--- src/rtl/lut_layer_seq_if.sv ---
// Handshake, result and configuration bus of the time-multiplexed LUT layer.
// master = upstream/config side, slave = lut_layer_seq.
interface lut_layer_seq_if #(
  parameter int NUM_NEURONS = 16,
  parameter int NUM_IN      = 32,
  parameter int IDX_W       = 5,
  parameter int NID_W       = 4
);
  logic                     in_valid;
  logic                     in_ready;
  logic [2*NUM_IN-1:0]      in_data;
  logic                     out_valid;
  logic                     out_ready;
  logic [2*NUM_NEURONS-1:0] out_data;
  logic                     cfg_we;
  logic                     cfg_sel;
  logic [NID_W+5:0]         cfg_addr;
  logic [IDX_W-1:0]         cfg_data;
  logic                     cfg_drop;
  logic                     busy;

  modport master (
    output in_valid, in_data, out_ready, cfg_we, cfg_sel, cfg_addr, cfg_data,
    input  in_ready, out_valid, out_data, cfg_drop, busy
  );

  modport slave (
    input  in_valid, in_data, out_ready, cfg_we, cfg_sel, cfg_addr, cfg_data,
    output in_ready, out_valid, out_data, cfg_drop, busy
  );
endinterface

--- src/rtl/lut_layer_seq.sv ---
// Sequential evaluator for one LogicNet layer: one 64x2-bit lookup shared by
// all neurons, two clocks per neuron (FETCH forms the address, LOOK reads it).
module lut_layer_seq #(
  parameter int NUM_NEURONS = 16,
  parameter int NUM_IN      = 32,
  parameter int IDX_W       = 5,
  parameter int NID_W       = 4
) (
  input  logic         clk,
  input  logic         rst,
  lut_layer_seq_if.slave bus
);

  typedef enum logic [1:0] {IDLE, FETCH, LOOK, OUT} state_t;

  state_t                   state_reg, state_next;
  logic [2*NUM_IN-1:0]      in_reg;
  logic [NID_W-1:0]         n_reg;
  logic [5:0]               addr_reg;
  logic [2*NUM_NEURONS-1:0] out_data_reg;
  logic                     cfg_drop_reg;

  // Configuration storage; deliberately not reset so it survives rst.
  logic [1:0]       lut_mem  [NUM_NEURONS][64];
  logic [IDX_W-1:0] conn_mem [NUM_NEURONS][3];

  // Config decode. Out-of-range neuron numbers (only possible when
  // NUM_NEURONS is not a power of two) are treated like malformed writes.
  logic [NID_W-1:0] cfg_neuron;
  logic [5:0]       cfg_entry;
  logic [1:0]       cfg_slot;
  logic             cfg_fmt_ok;
  logic             cfg_accept;

  assign cfg_neuron = bus.cfg_addr[NID_W+5:6];
  assign cfg_entry  = bus.cfg_addr[5:0];
  assign cfg_slot   = bus.cfg_addr[1:0];
  assign cfg_fmt_ok = ({1'b0, cfg_neuron} < (NID_W+1)'(NUM_NEURONS)) &&
                      (!bus.cfg_sel || (bus.cfg_addr[5:2] == 4'd0 && cfg_slot != 2'd3));
  assign cfg_accept = bus.cfg_we && (state_reg == IDLE) && cfg_fmt_ok;

  // Feature selection for the current neuron: slot 0 lands in addr[1:0].
  logic [1:0] feat [3];
  logic       last_neuron;

  genvar gi;
  generate
    for (gi = 0; gi < 3; gi++) begin : g_feat
      assign feat[gi] = in_reg[{conn_mem[n_reg][gi], 1'b0} +: 2];
    end
  endgenerate

  assign last_neuron = (n_reg == NID_W'(NUM_NEURONS - 1));

  // Config storage writes (only in IDLE, including the accept cycle).
  always_ff @(posedge clk) begin
    if (cfg_accept) begin
      if (bus.cfg_sel) begin
        conn_mem[cfg_neuron][cfg_slot] <= bus.cfg_data;
      end else begin
        lut_mem[cfg_neuron][cfg_entry] <= bus.cfg_data[1:0];
      end
    end
  end

  // State register.
  always_ff @(posedge clk or posedge rst) begin
    if (rst) begin
      state_reg <= IDLE;
    end else begin
      state_reg <= state_next;
    end
  end

  // Next-state logic.
  always_comb begin
    state_next = state_reg;
    case (state_reg)
      IDLE:  if (bus.in_valid) state_next = FETCH;
      FETCH: state_next = LOOK;
      LOOK:  state_next = last_neuron ? OUT : FETCH;
      OUT:   if (bus.out_ready) state_next = IDLE;
      default: state_next = IDLE;
    endcase
  end

  // Datapath: input latch, neuron counter, lookup address, result vector.
  always_ff @(posedge clk or posedge rst) begin
    if (rst) begin
      in_reg       <= '0;
      n_reg        <= '0;
      addr_reg     <= '0;
      out_data_reg <= '0;
    end else begin
      case (state_reg)
        IDLE: begin
          if (bus.in_valid) begin
            in_reg <= bus.in_data;
            n_reg  <= '0;
          end
        end
        FETCH: addr_reg <= {feat[2], feat[1], feat[0]};
        LOOK: begin
          out_data_reg[{n_reg, 1'b0} +: 2] <= lut_mem[n_reg][addr_reg];
          if (!last_neuron) n_reg <= n_reg + 1'b1;
        end
        default: ;
      endcase
    end
  end

  // Rejected config writes report one cycle later.
  always_ff @(posedge clk or posedge rst) begin
    if (rst) begin
      cfg_drop_reg <= 1'b0;
    end else begin
      cfg_drop_reg <= bus.cfg_we && !cfg_accept;
    end
  end

  assign bus.in_ready  = (state_reg == IDLE);
  assign bus.out_valid = (state_reg == OUT);
  assign bus.busy      = (state_reg == FETCH) || (state_reg == LOOK);
  assign bus.out_data  = out_data_reg;
  assign bus.cfg_drop  = cfg_drop_reg;

endmodule
--- src/flat_wrapper.sv ---
// flat-port wrapper written by rule: the top's interface ports become plain ports
module lut_layer_seq_flat 
#(
  parameter int NUM_NEURONS = 16,
  parameter int NUM_IN      = 32,
  parameter int IDX_W       = 5,
  parameter int NID_W       = 4
)
  (clk, rst, bus_in_valid, bus_in_data, bus_out_ready, bus_cfg_we, bus_cfg_sel, bus_cfg_addr, bus_cfg_data, bus_in_ready, bus_out_valid, bus_out_data, bus_cfg_drop, bus_busy);
  lut_layer_seq_if #(.NUM_NEURONS(NUM_NEURONS), .NUM_IN(NUM_IN), .IDX_W(IDX_W), .NID_W(NID_W)) bus_i ();
  input  logic clk;
  input  logic rst;
  input wire logic [$bits(bus_i.in_valid)-1:0] bus_in_valid;
  input wire logic [$bits(bus_i.in_data)-1:0] bus_in_data;
  input wire logic [$bits(bus_i.out_ready)-1:0] bus_out_ready;
  input wire logic [$bits(bus_i.cfg_we)-1:0] bus_cfg_we;
  input wire logic [$bits(bus_i.cfg_sel)-1:0] bus_cfg_sel;
  input wire logic [$bits(bus_i.cfg_addr)-1:0] bus_cfg_addr;
  input wire logic [$bits(bus_i.cfg_data)-1:0] bus_cfg_data;
  output wire logic [$bits(bus_i.in_ready)-1:0] bus_in_ready;
  output wire logic [$bits(bus_i.out_valid)-1:0] bus_out_valid;
  output wire logic [$bits(bus_i.out_data)-1:0] bus_out_data;
  output wire logic [$bits(bus_i.cfg_drop)-1:0] bus_cfg_drop;
  output wire logic [$bits(bus_i.busy)-1:0] bus_busy;
  assign bus_i.in_valid = bus_in_valid;
  assign bus_i.in_data = bus_in_data;
  assign bus_i.out_ready = bus_out_ready;
  assign bus_i.cfg_we = bus_cfg_we;
  assign bus_i.cfg_sel = bus_cfg_sel;
  assign bus_i.cfg_addr = bus_cfg_addr;
  assign bus_i.cfg_data = bus_cfg_data;
  assign bus_in_ready = bus_i.in_ready;
  assign bus_out_valid = bus_i.out_valid;
  assign bus_out_data = bus_i.out_data;
  assign bus_cfg_drop = bus_i.cfg_drop;
  assign bus_busy = bus_i.busy;
  lut_layer_seq #(.NUM_NEURONS(NUM_NEURONS), .NUM_IN(NUM_IN), .IDX_W(IDX_W), .NID_W(NID_W)) u_core (.clk(clk), .rst(rst), .bus(bus_i));
endmodule
--- config.mk ---
export PLATFORM = sky130hd
export DESIGN_NAME = lut_layer_seq_flat
export DESIGN_NICKNAME = d
export VERILOG_FILES = /design/src/rtl/lut_layer_seq_if.sv /design/src/rtl/lut_layer_seq.sv /design/src/flat_wrapper.sv
export SDC_FILE = /design/constraint.sdc
export NUM_CORES = 2
export LEC_CHECK = 0
export CAP_MARGIN = 20
export CORE_MARGIN = 3
export CORE_UTILIZATION = 60
export CTS_BUF_LIST = sky130_fd_sc_hd__clkbuf_4 sky130_fd_sc_hd__clkbuf_8 sky130_fd_sc_hd__clkbuf_16
export CTS_CLUSTER_SIZE = 28
export DETAILED_ROUTE_END_ITERATION = 6
export PLACE_DENSITY = 0.83
export SYNTH_ARGS = -nofsm -noshare
export SYNTH_HDL_FRONTEND = slang
export SYNTH_SLANG_ARGS = --single-unit
--- constraint.sdc ---
create_clock -name clk -period 4.2 [get_ports clk]
set_clock_uncertainty 0.05 [all_clocks]
set_input_delay 0.84 -clock clk [delete_from_list [all_inputs] [get_ports clk]]
set_output_delay 0.84 -clock clk [all_outputs]
set_load 0.02 [all_outputs]
==> results.toml <==
[status]
status = "complete, but fails checks"
violations = "DRC, setup timing"

[sta]
fmax_mhz = 231
fin_tns_setup_ns = -0.404
finalSetupViolations = 15
period_needed_ns = 4.33
slew_violations = 0
setup_ws_ns = -0.127
finalCritPeriodShare = 1.03
tightest_slew_ns = 1.33
rsz0062_at_grt = "false"
max_slew_margin = 0.110
fin_hold_ws_ns = 0.399
hold_viol_final = 0

[setup_path]
regToRegStartpoint = "u_core.n_reg[1]$_DFFE_PP0P_"
cp-end-kind = "register"
slowest_delay_ns = 0.63
startpoint = "u_core.n_reg[1]$_DFFE_PP0P_"
rrSetupSlack_ns = -0.13
crit_slowest_cell = "a311oi_1"
reg2reg_depth = 11
crit_type = "register to register"
crit_path_cell_trace = "buf_12 -> buf_4 -> nand2b_1 -> o22ai_1 -> nor3_1 -> a311oi_1 -> o22ai_1 -> a31oi_1 -> nand2_2 -> buf_4 -> o31ai_1"
start_kind = "register"
reg2reg_to = "u_core.bus.out_data[23]$_DFFE_PP0P_"
required_ns = 4.89
crit_fanout = 34
crit_arrival_ns = 5.02
crit_end = "u_core.bus.out_data[23]$_DFFE_PP0P_"

[yosys]
synth-async-reset-ratio = 0.0455
yosysUniqueCellTypes = 82
syn_area_um2 = 100000
synth_edf_count = 2288
ys_seq_elements = 2397
ys_warn_count = 0
ys_seq_area_frac = 0.714
synth_flop_cell = "edfxtp_1"
syn_inst = 5913
syn_avg_cell_area_um2 = 16.9
syn_nets = 6006

[cells_and_area]
drive_above_1_share = 0.227
largest_reg_flops = 2048
final_common_cell = "edfxtp_1"
utilization = 0.684
fin_nets = 6287
final_area_um2 = 113000
area_growth_pct = 13.0
mostFrequentLayoutCells = "edfxtp_1 (2,288), nor2_1 (1,140), mux4_2 (489)"

[placement]
dpl.hpwl_mm = 177
gp_congestion = 0.978
place_area_um2 = 106000
io_buffers = 120

[pwr]
pwr-share-clk = 0.299
ir_drop_uv = 522
total_power_w = 0.0685
switchingPower_w = 0.0219
power.density_nw_per_um2 = 605
p_leak_nw = 35.6
power_frac_comb = 0.302
swShare = 0.320
p_int_w = 0.0465
p_seq_frac = 0.399

[floorplan]
die_area_um2 = 172000
start_util = 0.605
rows = 149
die_width_um = 414
coreArea_um2 = 165000
die_y_um = 414
io_pins = 121

[global_route]
grt_start_max_net_pins = 145
grt_pass1_vias = 61900
antenna_found_initial = 23
grt_usage = 0.347
grt_pass1_wl_mm = 430
globalRouteOverflowTotal = 0

[detailed_routing]
first_pass_iters = 7
viasPerCell = 7.22
vias = 61900
wirelength_mm = 299
ant_nets = 0
initialDrtViolationCount = 11400
drc = 10
post_drt_wl_per_cell_um = 34.8

[worst_hold_path]
hold_class = "input port to register"
hold_depth = 1

[cts]
clk_latency_ns = 0.87
cts_inserted_buffers = 222
clockBufferDepth = 3
cts_sinks = 2397
tritoncts = "yes"
cts_root_buf = "clkbuf_16"
clkTransAtPathRegs_ns = 0.06
cts_htree_levels = 4

[job]
max_cap_violations = 0
==> worst min path at each step <==
stage	endpoint	start	slack, ns
after global routing	u_core.lut_mem[10][85]$_DFFE_PP_	bus_cfg_data[1]	0.41
final	u_core.lut_mem[10][85]$_DFFE_PP_	bus_cfg_data[1]	0.40
after CTS	u_core.lut_mem[15][91]$_DFFE_PP_	bus_cfg_data[1]	0.39
after floorplan	u_core.state_reg[1]$_DFFE_PP0P_	u_core.state_reg[1]$_DFFE_PP0P_	0.45
after detailed placement	u_core.bus.out_data[20]$_DFFE_PP0P_	u_core.bus.out_data[20]$_DFFE_PP0P_	0.42
after global placement	u_core.bus.out_data[17]$_DFFE_PP0P_	u_core.bus.out_data[17]$_DFFE_PP0P_	0.41
==> critical path, delay by kind of cell, from the launching register on <==
family	cells	cell delay [ns]
AO/OA/AOI/OAI	5	2.07
buffers and inverters	3	0.70
flip-flops	1	0.58
AND/OR/NAND/NOR	3	0.77
==> kinds of logic (layout without fill, tap and decap cells) <==
family / count (synthesis) / in the layout / synth area share
AO/OA/AOI/OAI: 451 / 451 / 0.0341
multiplexers: 899 / 899 / 0.155
flip-flops: 2397 / 2397 / 0.714
XOR/XNOR: 1 / 1 / 0.0000875
buffers and inverters: 468 / 929 / 0.0265
AND/OR/NAND/NOR: 1689 / 1689 / 0.0693
other: 0 / 20 / 0
adder cells (fa/ha/maj): 8 / 8 / 0.00100
==> metrics by stage <==
step	cells	worst slack, ns
2_1_floorplan	5913	0.436
3_3_place_gp	8152	-0.0610
3_5_place_dp	8154	-0.109
4_1_cts	8561	0.0231
5_1_grt	8570	0.0206
6_report	8583	-0.127
==> power by group through the flow <==
stage / Combinational, W / Sequential (W) / Clock (W)
2_1_floorplan: 0.0124 / 0.0275 / 0
3_3_place_gp: 0.0190 / 0.0278 / 0
3_5_place_dp: 0.0193 / 0.0278 / 0
4_1_cts: 0.0198 / 0.0273 / 0.0205
5_1_grt: 0.0210 / 0.0273 / 0.0214
6_report: 0.0207 / 0.0273 / 0.0205
==> repair_timing <==
item | in CTS | in global routing
setup endpoints to repair | 32 | 30
pin swaps | 1 | 2
hold endpoints to repair | 0 | 0
hold buffers | 0 | 0
buffers inserted | 3 | 0
resized for setup | 3 | 9
==> Yosys cell counts (21+ instances only) <==
cell / count / area (µm²)
mux4_2: 489 / 11000
buf_2: 75 / 375
dfrtp_1: 109 / 2730
nor3_1: 26 / 130
mux2_2: 107 / 1200
edfxtp_1: 2288 / 68700
clkbuf_1: 223 / 837
buf_4: 40 / 300
a21oi_1: 72 / 360
nor2b_1: 43 / 269
o31ai_1: 22 / 165
nand3_1: 52 / 260
o21ai_0: 29 / 145
nand2b_1: 21 / 131
a22oi_1: 70 / 526
nand2_1: 286 / 1070
mux2i_1: 285 / 2850
o22ai_1: 33 / 206
buf_1: 50 / 188
buf_6: 43 / 484
o221ai_1: 41 / 359
nor2_1: 1145 / 4300
==> metal layers <==
metal / track usage / vias to the layer above / wire length [µm] / share of wire
met5: 0 / - / 128 / 0.00043
met4: 0.237 / 16 / 24300 / 0.081
met3: 0.107 / 1508 / 45300 / 0.15
met2: 0.522 / 6227 / 136000 / 0.45
met1: 0.438 / 30500 / 93300 / 0.31
li1: - / 23700 / - / -
==> cell type report <==
| cell class | count | area, µm² |
|---|---|---|
| Sequential cell | 2397 | 71400 |
| Fill cell | 9503 | 52200 |
| Multi-Input combinational cell | 3048 | 26300 |
| Clock buffer | 280 | 6040 |
| Timing Repair Buffer | 513 | 5170 |
| Tap cell | 2189 | 2740 |
| Clock inverter | 124 | 1330 |
| Inverter | 12 | 55.1 |
| Antenna cell | 20 | 50.0 |
Note: power is estimated with default switching activity, not from simulation.
